$ cat src/rtl/evm_booth_scheduler.sv
// Round-robin scheduler that lets several ballot booths share one evm counting core,
// sequencing candidate_ready / vote / session_done strobes and enforcing one vote per booth.
module evm_booth_scheduler #(
  parameter int NUM_BOOTHS = 4,
  parameter int CW         = 7,
  parameter int TIMEOUT    = 16
) (
  input  logic                    clk,
  input  logic                    rst,
  input  logic                    enable,
  input  logic [NUM_BOOTHS-1:0]   booth_req,
  input  logic [2*NUM_BOOTHS-1:0] booth_choice,
  input  logic                    close_session,
  input  logic                    evm_voting_in_progress,
  output logic                    evm_candidate_ready,
  output logic [2:0]              evm_vote,
  output logic                    evm_session_done,
  output logic [NUM_BOOTHS-1:0]   booth_ack,
  output logic [NUM_BOOTHS-1:0]   booth_nack,
  output logic                    busy,
  output logic [CW-1:0]           votes_cast,
  output logic                    session_closed,
  output logic [2:0]              dbg_state
);

  localparam int PW = (NUM_BOOTHS > 1) ? $clog2(NUM_BOOTHS) : 1;
  localparam int TW = $clog2(TIMEOUT + 1);

  typedef enum logic [2:0] {
    S_IDLE     = 3'd0,
    S_GRANT    = 3'd1,
    S_WAIT_VIP = 3'd2,
    S_VOTE     = 3'd3,
    S_SETTLE   = 3'd4,
    S_RESP     = 3'd5,
    S_CLOSE    = 3'd6,
    S_CLOSED   = 3'd7
  } state_t;

  state_t                state, state_n;
  logic [PW-1:0]         gnt, gnt_n, rr_ptr, rr_ptr_n, win;
  logic [1:0]            choice, choice_n, win_choice;
  logic [NUM_BOOTHS-1:0] voted_mask, voted_mask_n;
  logic [CW-1:0]         votes_n;
  logic [TW-1:0]         tmo, tmo_n;
  logic                  found;

  logic                  cr_n, done_n;
  logic [2:0]            vote_n;
  logic [NUM_BOOTHS-1:0] ack_n, nack_n;

  // First requester strictly after rr_ptr, wrapping around.
  always_comb begin
    found = 1'b0;
    win   = '0;
    for (int k = 1; k <= NUM_BOOTHS; k++) begin
      if (!found && booth_req[(int'(rr_ptr) + k) % NUM_BOOTHS]) begin
        found = 1'b1;
        win   = PW'((int'(rr_ptr) + k) % NUM_BOOTHS);
      end
    end
    win_choice = booth_choice[2*int'(win) +: 2];
  end

  // Outputs are computed for the state being entered and registered alongside it.
  always_comb begin
    state_n      = state;
    gnt_n        = gnt;
    choice_n     = choice;
    rr_ptr_n     = rr_ptr;
    voted_mask_n = voted_mask;
    votes_n      = votes_cast;
    tmo_n        = tmo;
    cr_n         = 1'b0;
    vote_n       = 3'b000;
    done_n       = 1'b0;
    ack_n        = '0;
    nack_n       = '0;
    case (state)
      S_IDLE: begin
        if (close_session || (&voted_mask)) begin
          state_n = S_CLOSE;
          done_n  = 1'b1;
        end else if (found) begin
          gnt_n    = win;
          choice_n = win_choice;
          rr_ptr_n = win;
          if (voted_mask[win] || (win_choice == 2'b00)) begin
            state_n     = S_RESP;
            nack_n[win] = 1'b1;
          end else begin
            state_n = S_GRANT;
            cr_n    = 1'b1;
          end
        end
      end
      S_GRANT: begin
        state_n = S_WAIT_VIP;
        tmo_n   = '0;
      end
      S_WAIT_VIP: begin
        if (evm_voting_in_progress) begin
          state_n = S_VOTE;
          case (choice)
            2'b01:   vote_n = 3'b001;
            2'b10:   vote_n = 3'b010;
            2'b11:   vote_n = 3'b100;
            default: vote_n = 3'b000;
          endcase
        end else if (tmo == TW'(TIMEOUT - 1)) begin
          state_n     = S_RESP;
          nack_n[gnt] = 1'b1;
        end else begin
          tmo_n = tmo + 1'b1;
        end
      end
      S_VOTE: state_n = S_SETTLE;
      S_SETTLE: begin
        state_n           = S_RESP;
        voted_mask_n[gnt] = 1'b1;
        ack_n[gnt]        = 1'b1;
        if (votes_cast != '1) votes_n = votes_cast + 1'b1;
      end
      S_RESP:  state_n = S_IDLE;
      S_CLOSE: state_n = S_CLOSED;
      S_CLOSED: begin
        // Skip the cycle right after a nack so a booth still dropping req is not hit twice.
        if (found && !(|booth_nack)) begin
          nack_n[win] = 1'b1;
          rr_ptr_n    = win;
        end
      end
      default: state_n = S_IDLE;
    endcase
  end

  always_ff @(posedge clk or negedge rst) begin
    if (!rst) begin
      state               <= S_IDLE;
      gnt                 <= '0;
      choice              <= 2'b00;
      rr_ptr              <= PW'(NUM_BOOTHS - 1);
      voted_mask          <= '0;
      votes_cast          <= '0;
      tmo                 <= '0;
      evm_candidate_ready <= 1'b0;
      evm_vote            <= 3'b000;
      evm_session_done    <= 1'b0;
      booth_ack           <= '0;
      booth_nack          <= '0;
      busy                <= 1'b0;
      session_closed      <= 1'b0;
    end else if (!enable) begin
      state               <= S_IDLE;
      gnt                 <= '0;
      choice              <= 2'b00;
      rr_ptr              <= PW'(NUM_BOOTHS - 1);
      voted_mask          <= '0;
      votes_cast          <= '0;
      tmo                 <= '0;
      evm_candidate_ready <= 1'b0;
      evm_vote            <= 3'b000;
      evm_session_done    <= 1'b0;
      booth_ack           <= '0;
      booth_nack          <= '0;
      busy                <= 1'b0;
      session_closed      <= 1'b0;
    end else begin
      state               <= state_n;
      gnt                 <= gnt_n;
      choice              <= choice_n;
      rr_ptr              <= rr_ptr_n;
      voted_mask          <= voted_mask_n;
      votes_cast          <= votes_n;
      tmo                 <= tmo_n;
      evm_candidate_ready <= cr_n;
      evm_vote            <= vote_n;
      evm_session_done    <= done_n;
      booth_ack           <= ack_n;
      booth_nack          <= nack_n;
      busy                <= (state_n != S_IDLE) && (state_n != S_CLOSED);
      session_closed      <= (state_n == S_CLOSED);
    end
  end

  assign dbg_state = state;

endmodule

$ cat config.mk
export PLATFORM = sky130hd
export DESIGN_NAME = evm_booth_scheduler
export DESIGN_NICKNAME = d
export VERILOG_FILES = /design/src/rtl/evm_booth_scheduler.sv
export SDC_FILE = /design/constraint.sdc
export NUM_CORES = 1
export LEC_CHECK = 0
export ABC_AREA = 0
export CAP_MARGIN = 40
export CORE_ASPECT_RATIO = 0.7
export CORE_MARGIN = 2
export CORE_UTILIZATION = 51
export DETAILED_ROUTE_END_ITERATION = 10
export PLACE_DENSITY_LB_ADDON = 0.3
export SKIP_CTS_REPAIR_TIMING = 1
export SYNTH_ARGS = -nofsm -noshare
export SYNTH_HDL_FRONTEND = slang
export SYNTH_SLANG_ARGS = --single-unit
$ cat constraint.sdc
create_clock -name clk -period 2.86 [get_ports clk]
set_input_delay 0.715 -clock clk [delete_from_list [all_inputs] [get_ports clk]]
set_output_delay 0.715 -clock clk [all_outputs]
set_load 0.01 [all_outputs]
# ---- Word level (Yosys, flattened, before mapping)
# Index checks and enable logic that the tools add are counted.
dict set report word_totals {
  register_bits 40
  input_bits 17
  out_inout_bits 25
  word_cells 163
}
dict set report classes {
  addsub 6
  n_lt_le_gt_ge 8
  n_eq_ne 26
  shift 1
  muxes 77
  bitwise 5
  reduce_logical 26
}
# cell count
set op_table {}
lappend op_table {{4-bit 2-to-1 mux} 11}
lappend op_table {{2-bit 2-to-1 mux} 14}
lappend op_table {{3-bit 2-to-1 mux} 9}
lappend op_table {{1-bit 2-to-1 mux} 25}
lappend op_table {{7-bit 2-to-1 mux} 3}
lappend op_table {{3-bit case mux with 7 select lines} 1}
lappend op_table {{3-bit != test (second input constant)} 6}
lappend op_table {{3-bit by 4-bit less-than comparator with 1-bit output (second input constant)} 4}
lappend op_table {{3-bit equality test (second input constant)} 5}
lappend op_table {{5-bit 2-to-1 mux} 3}
lappend op_table {{4-bit case mux with 3 select lines} 1}
lappend op_table {{1-bit binary-select mux with 2-bit select} 5}
lappend op_table {{5-bit case mux with 2 select lines} 1}
lappend op_table {{3-bit case mux with 3 select lines} 1}
lappend op_table {{2-bit by 1-bit != test with 1-bit output (second input constant)} 4}
lappend op_table {{4-bit AND reduction} 2}
lappend op_table {{2-bit OR reduction} 4}
lappend op_table {{8-bit by 4-bit indexed part select with 2-bit output} 1}
lappend op_table {{7-bit by 1-bit adder with 7-bit output (second input constant)} 1}
lappend op_table {{1-bit logical AND} 7}
lappend op_table {{7-bit != test (second input constant)} 1}
lappend op_table {{3-bit by 2-bit equality test with 1-bit output (second input constant)} 2}
lappend op_table {{2-bit by 3-bit less-than comparator with 1-bit output (second input constant)} 2}
lappend op_table {{3-bit by 1-bit != test with 1-bit output (second input constant)} 2}
lappend op_table {{other kinds (21)} 34}

# ---- Depth between registers and ports, before layout
# Gate-level depths: netlist of the first run.
dict set report depth {
  depth_word 26
  ltp_mapped 9
  mapped_depth_nobuf 9
}

# ---- Worst setup path after synthesis of the first run
# OpenSTA, ideal clock, no wires.
dict set report synth_path {
  kind {in2reg}
  start {in booth_req[1]}
  end {reg booth_nack[3]}
  setup_time_ps 120
  arrival_ps 2209
  t_required_ps 2740
  slack_ps 531
  cell_stages 6
  n_path_buf 0
  path_cell_list {a21o_2 > a31oi_4 > mux4_1 > a21oi_2 > o22ai_1 > a31o_1}
}
dict set report synth_between {
  elab_chain_cells 22
  word_cells_on_any_way 43
  cone_classes {order compare: 2; shift: 1; mux: 30; reduce/logical: 10}
}
# element line_no
set synth_rtl {}
lappend synth_rtl {{from (decl)} 11} ;# input logic [NUM_BOOTHS-1:0] booth_req,
lappend synth_rtl {{1-bit binary-select mux with 2-bit select} 57} ;# if (!found && booth_req[(int'(rr_ptr) + k) % NUM_BOOTHS]) begin
lappend synth_rtl {{1-bit 2-to-1 mux (implied by the code) (2 in a row)} 57}
lappend synth_rtl {{1-bit 2-to-1 mux} 57}
lappend synth_rtl {{1-bit logical NOT} 57}
lappend synth_rtl {{1-bit logical AND} 57}
lappend synth_rtl {{1-bit 2-to-1 mux} 57}
lappend synth_rtl {{1-bit logical NOT} 57}
lappend synth_rtl {{1-bit logical AND} 57}
lappend synth_rtl {{[5 not listed]} -}
lappend synth_rtl {{1-bit logical AND (implied by the code)} {90, 129}}
lappend synth_rtl {{1-bit 2-to-1 mux (implied by the code)} {90, 129}}
lappend synth_rtl {{1-bit demux with 2-bit select} {90, 129}}
lappend synth_rtl {{4-bit 2-to-1 mux} 88} ;# if (voted_mask[win] || (win_choice == 2'b00)) begin
lappend synth_rtl {{4-bit 2-to-1 mux} 84} ;# end else if (found) begin
lappend synth_rtl {{4-bit 2-to-1 mux} 81} ;# if (close_session || (&voted_mask)) begin
lappend synth_rtl {{4-bit case mux with 3 select lines (*)} 79} ;# case (state)
lappend synth_rtl {{4-bit 2-to-1 mux (*)} 153} ;# end else if (!enable) begin
lappend synth_rtl {{to (signal assigned)} 180} ;# booth_nack <= nack_n;
lappend synth_rtl {{to (decl)} 19} ;# output logic [NUM_BOOTHS-1:0] booth_nack,
# Mark *: on every way between the ends. The rest lies on a longest branch, timed or not. The select of a mux whose other input is x is not followed.
# A chain may end at the register's enable or synchronous reset.

# ---- Worst setup path after layout of the first run
dict set report layout_path {
  start {in booth_req[3]}
  end {reg state[2] (netlist: dbg_state[2])}
}
dict set report layout_between {
  elab_chain_cells 21
  word_cells_on_any_way 36
  cone_classes {shift: 1; mux: 27; reduce/logical: 8}
}
# element line_no
set layout_rtl {}
lappend layout_rtl {{1-bit binary-select mux with 2-bit select} 57}
lappend layout_rtl {{1-bit 2-to-1 mux (implied by the code) (2 in a row)} 57}
lappend layout_rtl {{1-bit 2-to-1 mux} 57}
lappend layout_rtl {{1-bit logical NOT} 57}
lappend layout_rtl {{1-bit logical AND} 57}
lappend layout_rtl {{1-bit 2-to-1 mux} 57}
lappend layout_rtl {{1-bit logical NOT} 57}
lappend layout_rtl {{1-bit logical AND} 57}
lappend layout_rtl {{[4 not listed]} -}
lappend layout_rtl {{8-bit by 4-bit indexed part select with 2-bit output / 1-bit binary-select mux with 2-bit select (equally long branches)} {62, 88}}
lappend layout_rtl {{2-bit logical NOT / 1-bit 2-to-1 mux (equally long branches)} 88}
lappend layout_rtl {{1-bit logical OR} 88}
lappend layout_rtl {{3-bit 2-to-1 mux} 88}
lappend layout_rtl {{3-bit 2-to-1 mux (*)} 84}
lappend layout_rtl {{3-bit 2-to-1 mux (*)} 81}
lappend layout_rtl {{3-bit case mux with 7 select lines (*)} 79}
lappend layout_rtl {{3-bit 2-to-1 mux (*)} 153}
lappend layout_rtl {{to (signal assigned)} 169} ;# state <= state_n;
lappend layout_rtl {{to (decl)} 40} ;# state_t state, state_n;
# Marks and branches as above.

==> results of run 1 <==
[registers in the layout, indices dropped and copies added (netlist names)]
register             count
gnt                      2
booth_nack               4
evm_vote                 3
busy                     1
session_closed           1
booth_ack                4
dbg_state                3
evm_candidate_ready      1
votes_cast               7
evm_session_done         1
choice                   2
rr_ptr                   2
tmo                      5
voted_mask               4
[synthesized netlist by cell type, types with 5 or more instances]
library cell,instances
and3_1,5
a21o_1,5
xor2_1,6
a21oi_1,7
inv_1,7
dfrtp_1,38
nand2_1,16
nand4_1,6
mux2i_1,9
o21ai_0,12
nand3_1,5
clkbuf_1,5
nor2_1,28
[final cells by class]
cell class	instances	area [um^2]
Tap cell	52	65.1
Fill cell	295	1200
Sequential cell	40	1000
Timing Repair Buffer	49	490
Clock inverter	2	60.1
Multi-Input combinational cell	147	980
Clock buffer	5	68.8
Inverter	7	26.3
[metrics by stage]
step	worst slack, ns	std cells
CTS	0.297	302
detailed placement	-0.0182	295
global placement	0.0345	294
finish	0.281	302
floorplan	0.531	202
global route	0.210	302
[how the worst max path moves through the flow]
stage                     slack [ns]              to
after floorplan                 0.53   booth_nack[3]
after global placement          0.03   booth_nack[2]
after CTS                       0.30   booth_nack[3]
final                           0.28    dbg_state[2]
after global routing            0.21  session_closed
after detailed placement       -0.02    dbg_state[2]
[cell families after synthesis]
kind of cell	count (synthesis)	synth area share
adders and majority gates	3	0.0183
and+or+nand+nor	87	0.226
AOI/OAI and AO/OA	38	0.133
buffers and inverters	15	0.0347
xor gates and xnor gates	7	0.0298
DFF	40	0.488
muxes	12	0.0694
[critical path: stages]
cell and delay (ns):
clkdlybuf4s50_1 0.57, nand3b_2 0.12, a31oi_4 0.23, mux4_1 0.63
a21oi_2 0.17, o21ai_0 0.14, and2_1 0.19
[per-layer routing]
metal / global-route usage / part of all wire
met5: 0 / 0
met4: 0.0630 / 0.0084
met3: 0.0791 / 0.075
met2: 0.339 / 0.44
met1: 0.346 / 0.48
[power groups by stage]
stage / combinational (mW) / clock (mW) / sequential [mW]
3_3_place_gp: 0.402 / 0 / 0.682
2_1_floorplan: 0.263 / 0 / 0.666
6_report: 0.416 / 0.539 / 0.675
4_1_cts: 0.416 / 0.546 / 0.674
3_5_place_dp: 0.414 / 0 / 0.684
5_1_grt: 0.453 / 0.578 / 0.683
[cells in the final DEF (no fill, tap or decap), types with 2 or more instances in the layout]
cell / Yosys / routed
clkdlybuf4s50_1: 0 / 40
dfrtp_1: 38 / 38
nor2_1: 28 / 28
nand2_1: 16 / 16
o21ai_0: 12 / 12
mux2i_1: 9 / 9
inv_1: 7 / 7
a21oi_1: 7 / 7
nand4_1: 6 / 6
xor2_1: 6 / 6
buf_4: 1 / 6
and3_1: 5 / 5
nand3_1: 5 / 5
a21o_1: 5 / 5
clkbuf_8: 1 / 5
nor3b_1: 3 / 3
nor3_1: 3 / 3
nand2b_1: 3 / 3
nand3b_1: 3 / 3
ha_1: 3 / 3
a21o_2: 2 / 2
nor4_1: 2 / 2
a21oi_2: 2 / 2
nor2b_1: 2 / 2
o31ai_1: 2 / 2
bufinv_16: 0 / 2
buf_12: 0 / 2
dfstp_2: 2 / 2
==> flow_metrics.env, run 1 <==
export IMPL_status="completed"
export IMPL_p_switching_mw=0.467
export IMPL_p_leak_nw=1.23
export IMPL_wirelength_mm=4.77
export IMPL_cts_buffers=5
export IMPL_core_area_mm2=0.00390
export IMPL_vdd_drop_max_mv=0.370
export IMPL_antenna_found_initial=0
export IMPL_rsz0062_at_grt="no"
export IMPL_syn2layout_area_growth_pct=31.1
export IMPL_synthesis_instances=202
export IMPL_seqPwrFrac=0.414
export IMPL_synth_async_sr_flop_share=1.00
export IMPL_crit_required_ns=3.05
export IMPL_p_comb_frac=0.255
export IMPL_dominantRegCellSynth="dfrtp_1"
export IMPL_rr_startpoint="tmo[0]"
export IMPL_finalHoldViolCount=0
export IMPL_grt_pass1_wl_mm=8.02
export IMPL_timing_slew_headroom=0.607
export IMPL_io_buffers=41
export IMPL_syn_nets=222
export IMPL_antennaDiodeCount=0
export IMPL_end_kind="flop"
export IMPL_clock_power_share=0.331
export IMPL_yosys_register_bits=40
export IMPL_grt_remaining_overflow=0
export IMPL_final_nets=270
export IMPL_initial_core_util=0.527
export IMPL_rrSetupSlack_ns=0.51
export IMPL_worst_slew_pin_slew_ns=0.583
export IMPL_grt_pass1_vias=1686
export IMPL_syn_area_mm2=0.00205
export IMPL_synth_edf_count=0
export IMPL_rr_worst_depth=9
export IMPL_drt_initial_drc_count=139
export IMPL_rows=19
export IMPL_finalCoreUtilization=0.691
export IMPL_finalSetupTns_ns=0
export IMPL_drc=0
export IMPL_clockRootBuffer="clkbuf_8"
export IMPL_worstHoldPathType="in -> async"
export IMPL_fmax_mhz=388
export IMPL_cts_num_sinks=40
export IMPL_fin_skew_ns=0.00433
export IMPL_netlist_cell_type_count=50
export IMPL_placed_cell_area_mm2=0.00256
export IMPL_finalPower_mw=1.63
export IMPL_cts_tree="built"
export IMPL_intPower_mw=1.16
export IMPL_crit_path_start="booth_req[3]"
export IMPL_setup_viol=0
export IMPL_cp_arrival_ns=2.76
export IMPL_start_kind="input port"
export IMPL_avgSynthCellArea_um2=10.2
export IMPL_antenna_left=0
export IMPL_reg2reg_to="tmo[3]"
export IMPL_fp_dieW_um=79.9
export IMPL_drt_pre_antenna_iters=5
export IMPL_routabilityCongestion=0.828
export IMPL_htreeDepth=2
export IMPL_period_share=0.902
export IMPL_hpwl_mm=3.54
export IMPL_layout_min_cycle_time_ns=2.58
export IMPL_wire_per_inst_um=15.8
export IMPL_crit_fanout=5
export IMPL_path_class="in -> reg"
export IMPL_cts_max_path_buffers=2
export IMPL_routed_via_density=5.61
export IMPL_die_area_mm2=0.00456
export IMPL_finalInstanceArea_mm2=0.00269
export IMPL_hold_ws_ns=0.257
export IMPL_die_h_um=57.1
export IMPL_powerDensity_mw_per_mm2=605
export IMPL_grt_max_degree=34
export IMPL_clk_latency_ns=0.29
export IMPL_synth_largest_area_cell="dfrtp_1"
export IMPL_vias=1693
export IMPL_swShare=0.286
export IMPL_ios=42
export IMPL_yosysTopAreaCellShare=0.463
export IMPL_maxSlewViolCount=0
export IMPL_cts_clk_slew_worst_paths_ns=0.08
export IMPL_yosys_warnings=0
export IMPL_synth_area_top_cells="dfrtp_1 46%, nor2_1 5.1%, mux2i_1 4.4%, o21ai_0 2.9%, nand2_1 2.9%"
export IMPL_drive_above_1_share=0.132
export IMPL_grt_util_all_layers=0.236
export IMPL_seq_area_frac_synth=0.488
export IMPL_maxCapViolCount=0
Power figures use the tool's default switching activity.
==> run 2, diff against run 1 <==
--- a/config.mk
+++ b/config.mk
@@ -9,7 +9,7 @@
 export CAP_MARGIN = 40
 export CORE_ASPECT_RATIO = 0.7
 export CORE_MARGIN = 2
-export CORE_UTILIZATION = 51
+export CORE_UTILIZATION = 41
 export DETAILED_ROUTE_END_ITERATION = 10
 export PLACE_DENSITY_LB_ADDON = 0.3
 export SKIP_CTS_REPAIR_TIMING = 1
==> flow_metrics.env, run 2 (synthesized netlist as in run 1, its figures left out) <==
export IMPL_maxSlewViolCount=0
export IMPL_crit_fanout=5
export IMPL_layout_min_cycle_time_ns=2.57
export IMPL_cp_num_buf_inv=1
export IMPL_rr_worst_depth=9
export IMPL_antenna_left=0
export IMPL_finalPower_mw=1.58
export IMPL_nFillCells=423
export IMPL_final_common_cell="clkdlybuf4s50_1"
export IMPL_grt_max_degree=25
export IMPL_antenna_found_initial=0
export IMPL_hpwl_mm=3.58
export IMPL_worstPathCellList="clkdlybuf4s50_1, and2b_4, a21oi_1, o221ai_2, mux2_2, a21oi_2, o22ai_1, a31o_1"
export IMPL_cp_top_family="compound AO/OA/AOI/OAI gates"
export IMPL_regArea_mm2=0.00100
export IMPL_worst_slack_ns=0.291
export IMPL_cts_max_path_buffers=2
export IMPL_fp_dieW_um=88.6
export IMPL_io_buffers=41
export IMPL_antennaDiodeCount=0
export IMPL_timing_slew_headroom=0.620
export IMPL_cpPeakStageDelay_ns=0.57
export IMPL_ios=42
export IMPL_mostFrequentLayoutCells="40 x clkdlybuf4s50_1, 38 x dfrtp_1, 28 x nor2_1"
export IMPL_vias=1646
export IMPL_cts_clk_slew_worst_paths_ns=0.08
export IMPL_rows=21
export IMPL_path_class="in -> reg"
export IMPL_maxCapViolCount=0
export IMPL_drt_initial_drc_count=113
export IMPL_drc=0
export IMPL_powerDensity_mw_per_mm2=588
export IMPL_routed_via_density=5.18
export IMPL_drive_above_1_share=0.129
export IMPL_reg_top3="votes_cast x7, tmo x5"
export IMPL_grt_pass1_vias=1549
export IMPL_grt_remaining_overflow=0
export IMPL_initial_core_util=0.427
export IMPL_worst_slew_pin_slew_ns=0.568
export IMPL_status="completed"
export IMPL_largest_register_ffs=7
export IMPL_rr_startpoint="tmo[0]"
export IMPL_wire_per_inst_um=14.9
export IMPL_final_nets=268
export IMPL_grt_pass1_wl_mm=7.73
export IMPL_die_area_mm2=0.00560
export IMPL_clockRootBuffer="clkbuf_8"
export IMPL_vdd_drop_max_mv=0.349
export IMPL_rsz0062_at_grt="no"
export IMPL_period_share=0.898
export IMPL_drt_pre_antenna_iters=4
export IMPL_syn2layout_area_growth_pct=31.1
export IMPL_reg2reg_to="tmo[3]"
export IMPL_start_kind="input port"
export IMPL_crit_required_ns=3.04
export IMPL_fin_skew_ns=0.00665
export IMPL_grt_util_all_layers=0.183
export IMPL_clk_latency_ns=0.30
export IMPL_largest_register="votes_cast"
export IMPL_cts_tree="built"
export IMPL_die_h_um=63.2
export IMPL_cts_buffers=5
export IMPL_finalInstanceArea_mm2=0.00269
export IMPL_multi_input_area_um2=980
export IMPL_cp_slowest_cell="clkdlybuf4s50_1"
export IMPL_htreeDepth=2
export IMPL_cp_arrival_ns=2.75
export IMPL_core_area_mm2=0.00481
export IMPL_end_kind="flop"
export IMPL_placed_cell_area_mm2=0.00257
export IMPL_routabilityCongestion=0.870
export IMPL_setup_viol=0
export IMPL_fmax_mhz=389
export IMPL_wirelength_mm=4.73
export IMPL_crit_path_start="booth_req[3]"
export IMPL_cts_num_sinks=40
export IMPL_finalHoldViolCount=0
export IMPL_place_ws_ns=-0.00285
export IMPL_rrSetupSlack_ns=0.51
export IMPL_worstHoldPathType="in -> async"
export IMPL_p_leak_nw=1.22
run 2: layer usage:
metal / share of wire / wire (um) / global-route usage
met1: 0.49 / 2340 / 0.277
met2: 0.40 / 1900 / 0.245
met3: 0.091 / 430 / 0.0629
met4: 0.012 / 59 / 0.0511
met5: 0 / 0 / 0
run 2: power breakdown:
group | leakage (nW) | switching (mW) | internal (mW)
clock network | 0.0645 | 0.197 | 0.308
logic | 0.610 | 0.202 | 0.202
registers | 0.543 | 0.0633 | 0.611
run 2: final cells by class:
class / instances / share of cell area
Clock buffer: 7 / 0.0358
Clock inverter: 1 / 0.0112
Inverter: 7 / 0.00976
Multi-Input combinational cell: 147 / 0.364
Sequential cell: 40 / 0.373
Tap cell: 69 / 0.0321
Timing Repair Buffer: 47 / 0.175
run 2: per-stage QoR:
stage,utilization,std cells,hold slack (ns),TNS (ns)
2_1_floorplan,-,202,0.419,0
5_1_grt,0.560,318,0.376,0
6_report,0.560,318,0.346,0
3_3_place_gp,0.528,309,0.437,0
3_5_place_dp,0.534,310,0.447,-0.00285
4_1_cts,0.560,318,0.357,0
run 2: how the worst max path moves through the flow:
stage | endpoint | cells past startpoint | slack [ns]
final | booth_nack[3] | 8 | 0.29
after global routing | dbg_state[2] | 8 | 0.17
after CTS | booth_nack[3] | 8 | 0.30
after detailed placement | dbg_state[2] | 8 | -0.003
after global placement | booth_nack[3] | 8 | 0.06
after floorplan | booth_nack[3] | 6 | 0.53
